### src/rtl/udma_hyper_rx_ctrl.sv
// Read-transfer sequencer for the HyperBus/PSRAM/32-bit PHY RX path: issues one PHY burst,
// steers the 16b/32b width-adaptation buffer and counts words handed to the uDMA FIFO.
module udma_hyper_rx_ctrl #(
    parameter int TRANS_SIZE  = 16,
    parameter int TIMEOUT_CYC = 1024
) (
    input  logic                  clk_i,
    input  logic                  rst_ni,
    input  logic                  req_valid_i,
    output logic                  req_ready_o,
    input  logic [31:0]           req_addr_i,
    input  logic [TRANS_SIZE-1:0] req_size_i,
    input  logic [1:0]            req_mem_sel_i,
    input  logic                  abort_i,
    output logic                  phy_req_valid_o,
    input  logic                  phy_req_ready_i,
    output logic [31:0]           phy_addr_o,
    output logic [TRANS_SIZE-1:0] phy_len_o,
    input  logic                  phy_rx_valid_i,
    input  logic                  rx_ready_i,
    input  logic                  buf_dst_valid_i,
    input  logic                  buf_dst_ready_i,
    output logic [TRANS_SIZE-1:0] remained_data_o,
    output logic                  odd_saaddr_o,
    output logic [TRANS_SIZE-1:0] rx_size_o,
    output logic [1:0]            mem_sel_o,
    output logic                  busy_o,
    output logic                  done_o,
    output logic                  err_o
);
    localparam int CW = TRANS_SIZE + 2;
    localparam int IW = (TIMEOUT_CYC > 1) ? $clog2(TIMEOUT_CYC) : 1;

    typedef enum logic [2:0] {IDLE, ISSUE, RECV, DRAIN, FIN} state_t;

    state_t                state_reg, state_next;
    logic [31:0]           addr_reg;
    logic [TRANS_SIZE-1:0] len_reg, remained_reg, size_reg;
    logic                  odd_reg, err_reg, fin_err;
    logic [1:0]            mem_sel_reg;
    logic [CW-1:0]         words_reg, word_cnt_reg, word_cnt_inc;
    logic [IW-1:0]         idle_cnt_reg;

    logic                  is32, odd_new, in_rx, beat_hs, word_hs, timeout_hit, accept;
    logic [CW-1:0]         size_ext, beats_ext, words_ext;
    logic [31:0]           addr_aligned;
    logic [TRANS_SIZE-1:0] remained_dec;

    // Descriptor decode: 32-bit PHY works in 4-byte beats, the 16-bit memories in 2-byte beats
    always_comb begin
        size_ext     = CW'(req_size_i);
        is32         = (req_mem_sel_i == 2'b11);
        odd_new      = is32 ? req_addr_i[1] : req_addr_i[0];
        addr_aligned = is32 ? {req_addr_i[31:2], 2'b00} : {req_addr_i[31:1], 1'b0};
        if (is32)
            beats_ext = (size_ext + {{(CW-2){1'b0}}, odd_new, 1'b0} + CW'(3)) >> 2;
        else
            beats_ext = (size_ext + {{(CW-1){1'b0}}, odd_new} + CW'(1)) >> 1;
        words_ext = (size_ext + CW'(3)) >> 2;
    end

    assign accept       = (state_reg == IDLE) && req_valid_i;
    assign in_rx        = (state_reg == RECV) || (state_reg == DRAIN);
    assign beat_hs      = (state_reg == RECV) && phy_rx_valid_i && rx_ready_i && (remained_reg != '0);
    assign word_hs      = in_rx && buf_dst_valid_i && buf_dst_ready_i;
    assign remained_dec = remained_reg - TRANS_SIZE'(beat_hs);
    assign word_cnt_inc = word_cnt_reg + CW'(word_hs);
    assign timeout_hit  = (TIMEOUT_CYC != 0) && in_rx && !beat_hs && !word_hs &&
                          ({{(32-IW){1'b0}}, idle_cnt_reg} == 32'(TIMEOUT_CYC - 1));

    always_comb begin
        state_next = state_reg;
        fin_err    = 1'b0;
        case (state_reg)
            IDLE:  if (req_valid_i) state_next = (req_size_i == '0) ? FIN : ISSUE;
            ISSUE: if (phy_req_ready_i) state_next = RECV;
            RECV:  if (remained_dec == '0) state_next = (word_cnt_inc >= words_reg) ? FIN : DRAIN;
            DRAIN: if (word_cnt_inc >= words_reg) state_next = FIN;
            FIN:   state_next = IDLE;
            default: state_next = IDLE;
        endcase
        // Abort outranks a completion landing in the same cycle
        if (timeout_hit || (abort_i && state_reg != IDLE && state_reg != FIN)) begin
            state_next = FIN;
            fin_err    = 1'b1;
        end
    end

    always_ff @(posedge clk_i or negedge rst_ni) begin
        if (!rst_ni) begin
            state_reg    <= IDLE;
            addr_reg     <= '0;
            len_reg      <= '0;
            remained_reg <= '0;
            odd_reg      <= 1'b0;
            size_reg     <= '0;
            mem_sel_reg  <= '0;
            words_reg    <= '0;
            word_cnt_reg <= '0;
            idle_cnt_reg <= '0;
            err_reg      <= 1'b0;
        end else begin
            state_reg <= state_next;
            if (accept) begin
                size_reg     <= req_size_i;
                mem_sel_reg  <= req_mem_sel_i;
                words_reg    <= words_ext;
                word_cnt_reg <= '0;
                idle_cnt_reg <= '0;
                err_reg      <= 1'b0;
                if (req_size_i != '0) begin
                    addr_reg     <= addr_aligned;
                    len_reg      <= beats_ext[TRANS_SIZE-1:0];
                    remained_reg <= beats_ext[TRANS_SIZE-1:0];
                    odd_reg      <= odd_new;
                end
            end else if (state_next == FIN && state_reg != FIN) begin
                // Zeroing remained_data_o also releases the buffer's select flop after an abort
                addr_reg     <= '0;
                len_reg      <= '0;
                remained_reg <= '0;
                odd_reg      <= 1'b0;
                word_cnt_reg <= '0;
                idle_cnt_reg <= '0;
                err_reg      <= fin_err;
            end else begin
                remained_reg <= remained_dec;
                word_cnt_reg <= word_cnt_inc;
                if (!in_rx || beat_hs || word_hs)
                    idle_cnt_reg <= '0;
                else
                    idle_cnt_reg <= idle_cnt_reg + IW'(1);
            end
        end
    end

    assign req_ready_o     = (state_reg == IDLE);
    assign phy_req_valid_o = (state_reg == ISSUE);
    assign busy_o          = (state_reg != IDLE);
    assign done_o          = (state_reg == FIN);
    assign err_o           = (state_reg == FIN) && err_reg;
    assign phy_addr_o      = addr_reg;
    assign phy_len_o       = len_reg;
    assign remained_data_o = remained_reg;
    assign odd_saaddr_o    = odd_reg;
    assign rx_size_o       = size_reg;
    assign mem_sel_o       = mem_sel_reg;
endmodule
### config.mk
export PLATFORM = sky130hd
export DESIGN_NAME = udma_hyper_rx_ctrl
export DESIGN_NICKNAME = d
export VERILOG_FILES = /design/src/rtl/udma_hyper_rx_ctrl.sv
export SDC_FILE = /design/constraint.sdc
export NUM_CORES = 1
export LEC_CHECK = 0
export CAP_MARGIN = 20
export CORE_MARGIN = 8
export CORE_UTILIZATION = 40
export CTS_CLUSTER_SIZE = 14
export DETAILED_ROUTE_END_ITERATION = 6
export PLACE_DENSITY = 0.72
export SETUP_SLACK_MARGIN = 0.4
export SYNTH_ARGS = -nofsm -noshare
export SYNTH_HDL_FRONTEND = slang
export SYNTH_SLANG_ARGS = --single-unit
### constraint.sdc
create_clock -name clk_i -period 9.7 [get_ports clk_i]
set_clock_uncertainty 0.05 [all_clocks]
set_input_delay 1.94 -clock clk_i [delete_from_list [all_inputs] [get_ports clk_i]]
set_output_delay 1.94 -clock clk_i [all_outputs]
set_load 0.01 [all_outputs]
==> metrics.cfg, run 1 <==
[run_status]
status = completed

[floorplanning]
die-area_um2 = 22140
ios = 147
fp.dieH_um = 148.8
core_um2 = 17300
row_count = 48
dieWidth_um = 148.8
initial_core_util_pct = 40.78

[yosys]
synth_common_cells = dfrtp_1, nand2_1, nor2_1
yosys.area.top_type = dfrtp_1
synthArstFlopShare_pct = 100.0
synth_seq_cells = 129
synth_area_um2 = 7053
synth-edff-count = 0
synth.top_cell.area_share_pct = 45.77
syn_inst = 755
synth_warnings = 0
synth_area_per_cell_um2 = 9.342
synth_area_leaders = dfrtp_1, nand2_1, ha_1
synth_flop_cell = dfrtp_1
ys_seq_area_share_pct = 45.77
syn_nets = 839
synth_cell_types = 68
synth.most_common_cell = dfrtp_1

[timing]
slew-limit-headroom_pct = 33.03
maxSlewViolCount = 0
worst_slew_pin_slew_ns = 0.9953
period_needed_ns = 6.339
hold_viol = 0
setup_violations = 0
fmax_mhz = 157.8
min_period_over_period_pct = 65.35
tns_ns = 0
grt_setup_unrepaired = false

[critical_path]
arrival_ns = 6.64
path_class = in2reg
startpoint_type = input port
worstPathMaxFanout = 22
required_ns = 10.00
worstSetupEndpointType = flip-flop

[cells_and_area]
drive_gt1_share_pct = 5.387
multi_input_area_um2 = 3513
regArea_um2 = 3228
largest_reg_flops = 31
syn_to_final_growth_pct = 30.53
diodes = 0
n_fill_cell = 1584
nets = 962

[placed_design]
gp_congestion = 0.8689
dp_hpwl_um = 14460
io_buffers = 145

[clock_tree]
cts_buffers = 17
clockRootBuffer = clkbuf_16
postCtsHoldBufs = 0
clock_path_buffers = 2
clock-sinks = 129
post_cts_buffers = 0
cts_max_level = 4
cts_tree = built
cts_resized = 0
clkLatencyLatePin_ns = 0.43
clkTransAtPathRegs_ns = 0.06

[global_routing]
grt_use_total_pct = 18.22
grt_remaining_overflow = 0
antenna_found_initial = 0
grt_max_degree = 70
grt_pass1_vias = 6086
grt_pass1_wl_um = 32100

[power]
power_leakage_nw = 4.103
powerDensity_nw_per_um2 = 280.4
irDropWorstVdd_mv = 0.1811
total_power_mw = 2.581

[routing]
wl_per_cell_um = 17.97
drt-initial-drc-count = 500
vias_per_cell = 5.435
vias = 6065
dr.pass1.iters = 5
drc_errors = 0
ant_nets = 0
drt_wl_total_um = 20060

[hold_path]
hp-class = reg2reg

[job]
drv_cap = 0

[final timing paths]
path,start,to,slack (ns),cells after the start
worst max-delay path,buf_dst_ready_i,idle_cnt_reg[6]$_DFF_PN0_,3.36,18
worst min-delay path,rx_size_o[8]$_DFFE_PN0P_,rx_size_o[8]$_DFFE_PN0P_,0.43,2
worst max register to register,remained_data_o[2]$_DFFE_PN0P_,phy_len_o[1]$_DFFE_PN0P_,4.65,12
worst min register to register,rx_size_o[8]$_DFFE_PN0P_,rx_size_o[8]$_DFFE_PN0P_,0.43,2
max in group asynchronous,rst_ni,remained_data_o[4]$_DFFE_PN0P_,6.76,2
min in group asynchronous,rst_ni,rx_size_o[1]$_DFFE_PN0P_,1.55,1
[layer usage]
| layer | share of wire (%) | vias up | wire length [µm] | track usage, % |
|---|---|---|---|---|
| li1 | - | 2893 | - | - |
| met1 | 45 | 2939 | 9009 | 24.23 |
| met2 | 45 | 217 | 9077 | 27.77 |
| met3 | 8.9 | 16 | 1790 | 6.402 |
| met4 | 0.91 | 0 | 183 | 4.695 |
| met5 | 0 | - | 0 | 0 |
[layout by cell type, fill, tap and decap left out, drive strengths merged, types with 2 or more instances in the layout]
cell           synthesis  routed
clkdlybuf4s50          0     144
dfrtp                129     129
nand2                104     104
nor2                  59      59
o21ai                 35      35
inv                   31      35
xnor2                 32      32
xor2                  31      31
a22o                  31      31
nand3                 27      27
ha                    24      24
a21oi                 23      23
nor3                  22      22
clkbuf                34      19
nand4                 18      18
nor2b                 16      16
and3                  11      11
nor4                   8       8
and4                   7       7
a211oi                 7       7
and2                   7       7
o31ai                  7       7
nand2b                 6       6
or3                    6       6
o21a                   6       6
a21o                   6       6
buf                   12       6
clkinv                 0       6
o22a                   5       5
a2bb2oi                5       5
mux2i                  4       4
a211o                  4       4
a31oi                  4       4
nor3b                  3       3
o2bb2ai                3       3
o211ai                 3       3
clkinvlp               0       2
nor4b                  2       2
[layout make-up]
cell class                 instances  area share [%]
multi-input combinational        549           38.16
timing repair buffer             150           16.15
tap                              225           3.058
clock inverter                    13           1.386
clock buffer                      19           4.920
inverter                          31           1.264
sequential                       129           35.06
[where the power goes]
part	internal [mW]	switching [mW]
combinational	0.533	0.532
sequential	0.734	0.157
clock	0.370	0.254
total	1.64	0.944
[stage by stage]
stage | cells | utilization, % | area (µm²) | worst slack (ns) | hold WS (ns)
floorplan | 755 | - | 7053 | 4.515 | 0.3979
global placement | 1084 | 49.87 | 8626 | 3.068 | 0.4080
detailed placement | 1084 | 49.87 | 8626 | 2.945 | 0.4132
CTS | 1116 | 53.23 | 9206 | 3.354 | 0.4282
global route | 1116 | 53.23 | 9206 | 2.988 | 0.4390
finish | 1116 | 53.23 | 9206 | 3.361 | 0.4268
[cells by family (layout without fill, tap and decap cells)]
group                      count (synthesis)  in the layout  synth area share (%)
and+or+nand+nor                          302            302                 20.83
AOI/OAI and AO/OA                        153            153                 15.77
DFF                                      129            129                 45.77
buffers and inverters                     77            213                 4.488
xor gates and xnor gates                  63             63                 7.823
adders and majority gates                 25             25                 4.541
muxes                                      5              5                0.7273
other                                      1              1               0.05317
[critical path: stages]
cell             delay [ns]
clkdlybuf4s50_1        0.45
nand2_1                0.08
nor2_1                 0.14
ha_1                   0.24
and4_1                 0.32
and4_1                 0.26
nand3_1                0.11
xnor2_1                0.20
ha_1                   0.28
nand4_1                0.14
nor2_1                 0.07
a211oi_1               0.20
nor2_1                 0.06
nor4_1                 0.84
o31ai_4                0.30
buf_4                  0.31
or3_1                  0.52
nor2_1                 0.17
(Power assumes the default switching activity.)
==> inputs of run 2 (changes only) <==
- PLACE_DENSITY: 0.72 -> 0.75
- clock period: 9.7 -> 5.3 ns (I/O delays scaled with it)
==> metrics.cfg, run 2 (synthesis gave the netlist of run 1 again) <==
[placed_design]
gp_congestion = 0.8856
io_buffers = 145
detailed_place.area_um2 = 8691
dp_hpwl_um = 14410

[routing]
dr.pass1.iters = 6
wl_per_cell_um = 17.98
vias = 6108
m1WireLength_um = 8837
wl_met3_um = 1901
drc_errors = 0
ant_nets = 0
drt-initial-drc-count = 566
dr_wl_met2_um = 9297
drt_wl_total_um = 20260
vias_per_cell = 5.420
top_layer = met4

[clock_tree]
clock_path_buffers = 2
cts_max_level = 4
clockRootBuffer = clkbuf_16
clkLatencyLatePin_ns = 0.43
clkTransAtPathRegs_ns = 0.06
clock-sinks = 129
cts_buffers = 17
cts_tree = built

[cells_and_area]
drive_gt1_share_pct = 6.874
syn_to_final_growth_pct = 32.75
layout_common_cells = clkdlybuf4s50_1, dfrtp_1, nand2_1, nor2_1
final_cell_area_um2 = 9363
diodes = 0
nets = 973
largest_reg_flops = 31
final_common_cell = clkdlybuf4s50_1

[power]
pwr-share-seq_pct = 33.2
power_leakage_nw = 4.178
clock_power_share_pct = 25.5
p_switching_mw = 1.772
power_switching_share_pct = 36.21
powerDensity_nw_per_um2 = 522.6
internal_power_mw = 3.122
combPwrFrac_pct = 41.3
irDropWorstVdd_mv = 0.3953

[run_status]
status = completed

[global_routing]
antenna_found_initial = 0
grt_pass1_vias = 6088
grt_max_degree = 60
grt_pass1_wl_um = 32490
grt_use_total_pct = 18.41
grt_remaining_overflow = 0

[hold_path]
hp-class = reg2reg

[timing]
maxSlewViolCount = 0
tns_ns = 0
hold_viol = 0
worst_slew_pin_slew_ns = 1.039
fmax_mhz = 214.0
setup_violations = 0
min_period_over_period_pct = 88.15
slew-limit-headroom_pct = 30.46
grt_setup_unrepaired = false
period_needed_ns = 4.672

[floorplanning]
dieWidth_um = 148.8
fp.dieH_um = 148.8
core_um2 = 17300
initial_core_util_pct = 40.78
row_count = 48
ios = 147
die-area_um2 = 22140

[critical_path]
arrival_ns = 4.97
worstSetupEndpointType = flip-flop
worstPathMaxFanout = 10
path_class = in2reg
startpoint_type = input port
required_ns = 5.60

[job]
drv_cap = 0

-- run 2: cell types whose count changed in the layout (fill, tap and decap cells not counted), moves of 2 or more --
| cell | previous run | this run |
|---|---|---|
| buf_6 | 0 | 2 |
| inv_6 | 3 | 5 |
| clkinv_2 | 2 | 0 |
| bufinv_16 | 1 | 3 |
| clkbuf_8 | 2 | 0 |
| buf_4 | 6 | 13 |
-- run 2: repair_timing --
action,CTS,global route
hold buffers,0,0
buffers inserted,0,3
resized for setup,0,5
setup endpoints to repair,0,71
-- run 2: power by group through the flow --
stage	Sequential (mW)	Clock, mW	Combinational [mW]
global route	1.68	1.32	2.20
floorplan	1.71	0	0.910
finish	1.62	1.25	2.02
detailed placement	1.63	0	2.00
CTS	1.62	1.27	2.00
global placement	1.62	0	1.96
-- run 2: metal layers --
metal	GRT usage [%]	up-vias
met1	24.84	2918
li1	-	2914
met3	6.402	23
met4	5.098	0
met2	27.48	253
met5	0	-
-- run 2: per-stage QoR --
stage	total power [mW]	setup slack (ns)	std cells	hold WS, ns	util (%)
after floorplan	2.619	0.9949	755	0.3979	-
after global placement	3.587	0.3493	1091	0.4083	50.25
after detailed placement	3.621	0.2045	1091	0.4126	50.25
after CTS	4.898	0.5451	1123	0.4295	53.85
after global routing	5.197	0.3336	1127	0.4523	54.13
final	4.893	0.6281	1127	0.4281	54.13
-- run 2: layout make-up --
class,count,area [µm²]
clock buffer,17,425.4
clock inverter,15,197.7
fill,1530,7934
inverter,31,116.4
multi-input combinational,549,3527
sequential,129,3228
tap,225,281.5
timing repair buffer,161,1587
-- run 2: path summary, 6_finish.rpt --
check | from | endpoint | slack, ns | cells after the start
min | rx_size_o[15]$_DFFE_PN0P_ | rx_size_o[15]$_DFFE_PN0P_ | 0.43 | 2
max | buf_dst_ready_i | idle_cnt_reg[4]$_DFF_PN0_ | 0.63 | 18
min reg2reg | rx_size_o[15]$_DFFE_PN0P_ | rx_size_o[15]$_DFFE_PN0P_ | 0.43 | 2
max reg2reg | remained_data_o[2]$_DFFE_PN0P_ | phy_len_o[11]$_DFFE_PN0P_ | 0.91 | 14
min in group asynchronous | rst_ni | word_cnt_reg[14]$_DFF_PN0_ | 0.64 | 1
max in group asynchronous | rst_ni | rx_size_o[5]$_DFFE_PN0P_ | 3.51 | 2
-- run 2: critical path, stage by stage --
cell,delay (ns)
clkdlybuf4s50_1,0.46
nand2_1,0.08
nor2_1,0.13
ha_2,0.24
and4_1,0.21
buf_4,0.15
nand2_1,0.07
xnor2_1,0.30
ha_1,0.33
a21oi_1,0.15
o21ai_0,0.11
a211oi_1,0.31
nor2_1,0.08
nor4_1,0.32
buf_4,0.20
o31ai_4,0.11
or3_1,0.49
nor2_1,0.17
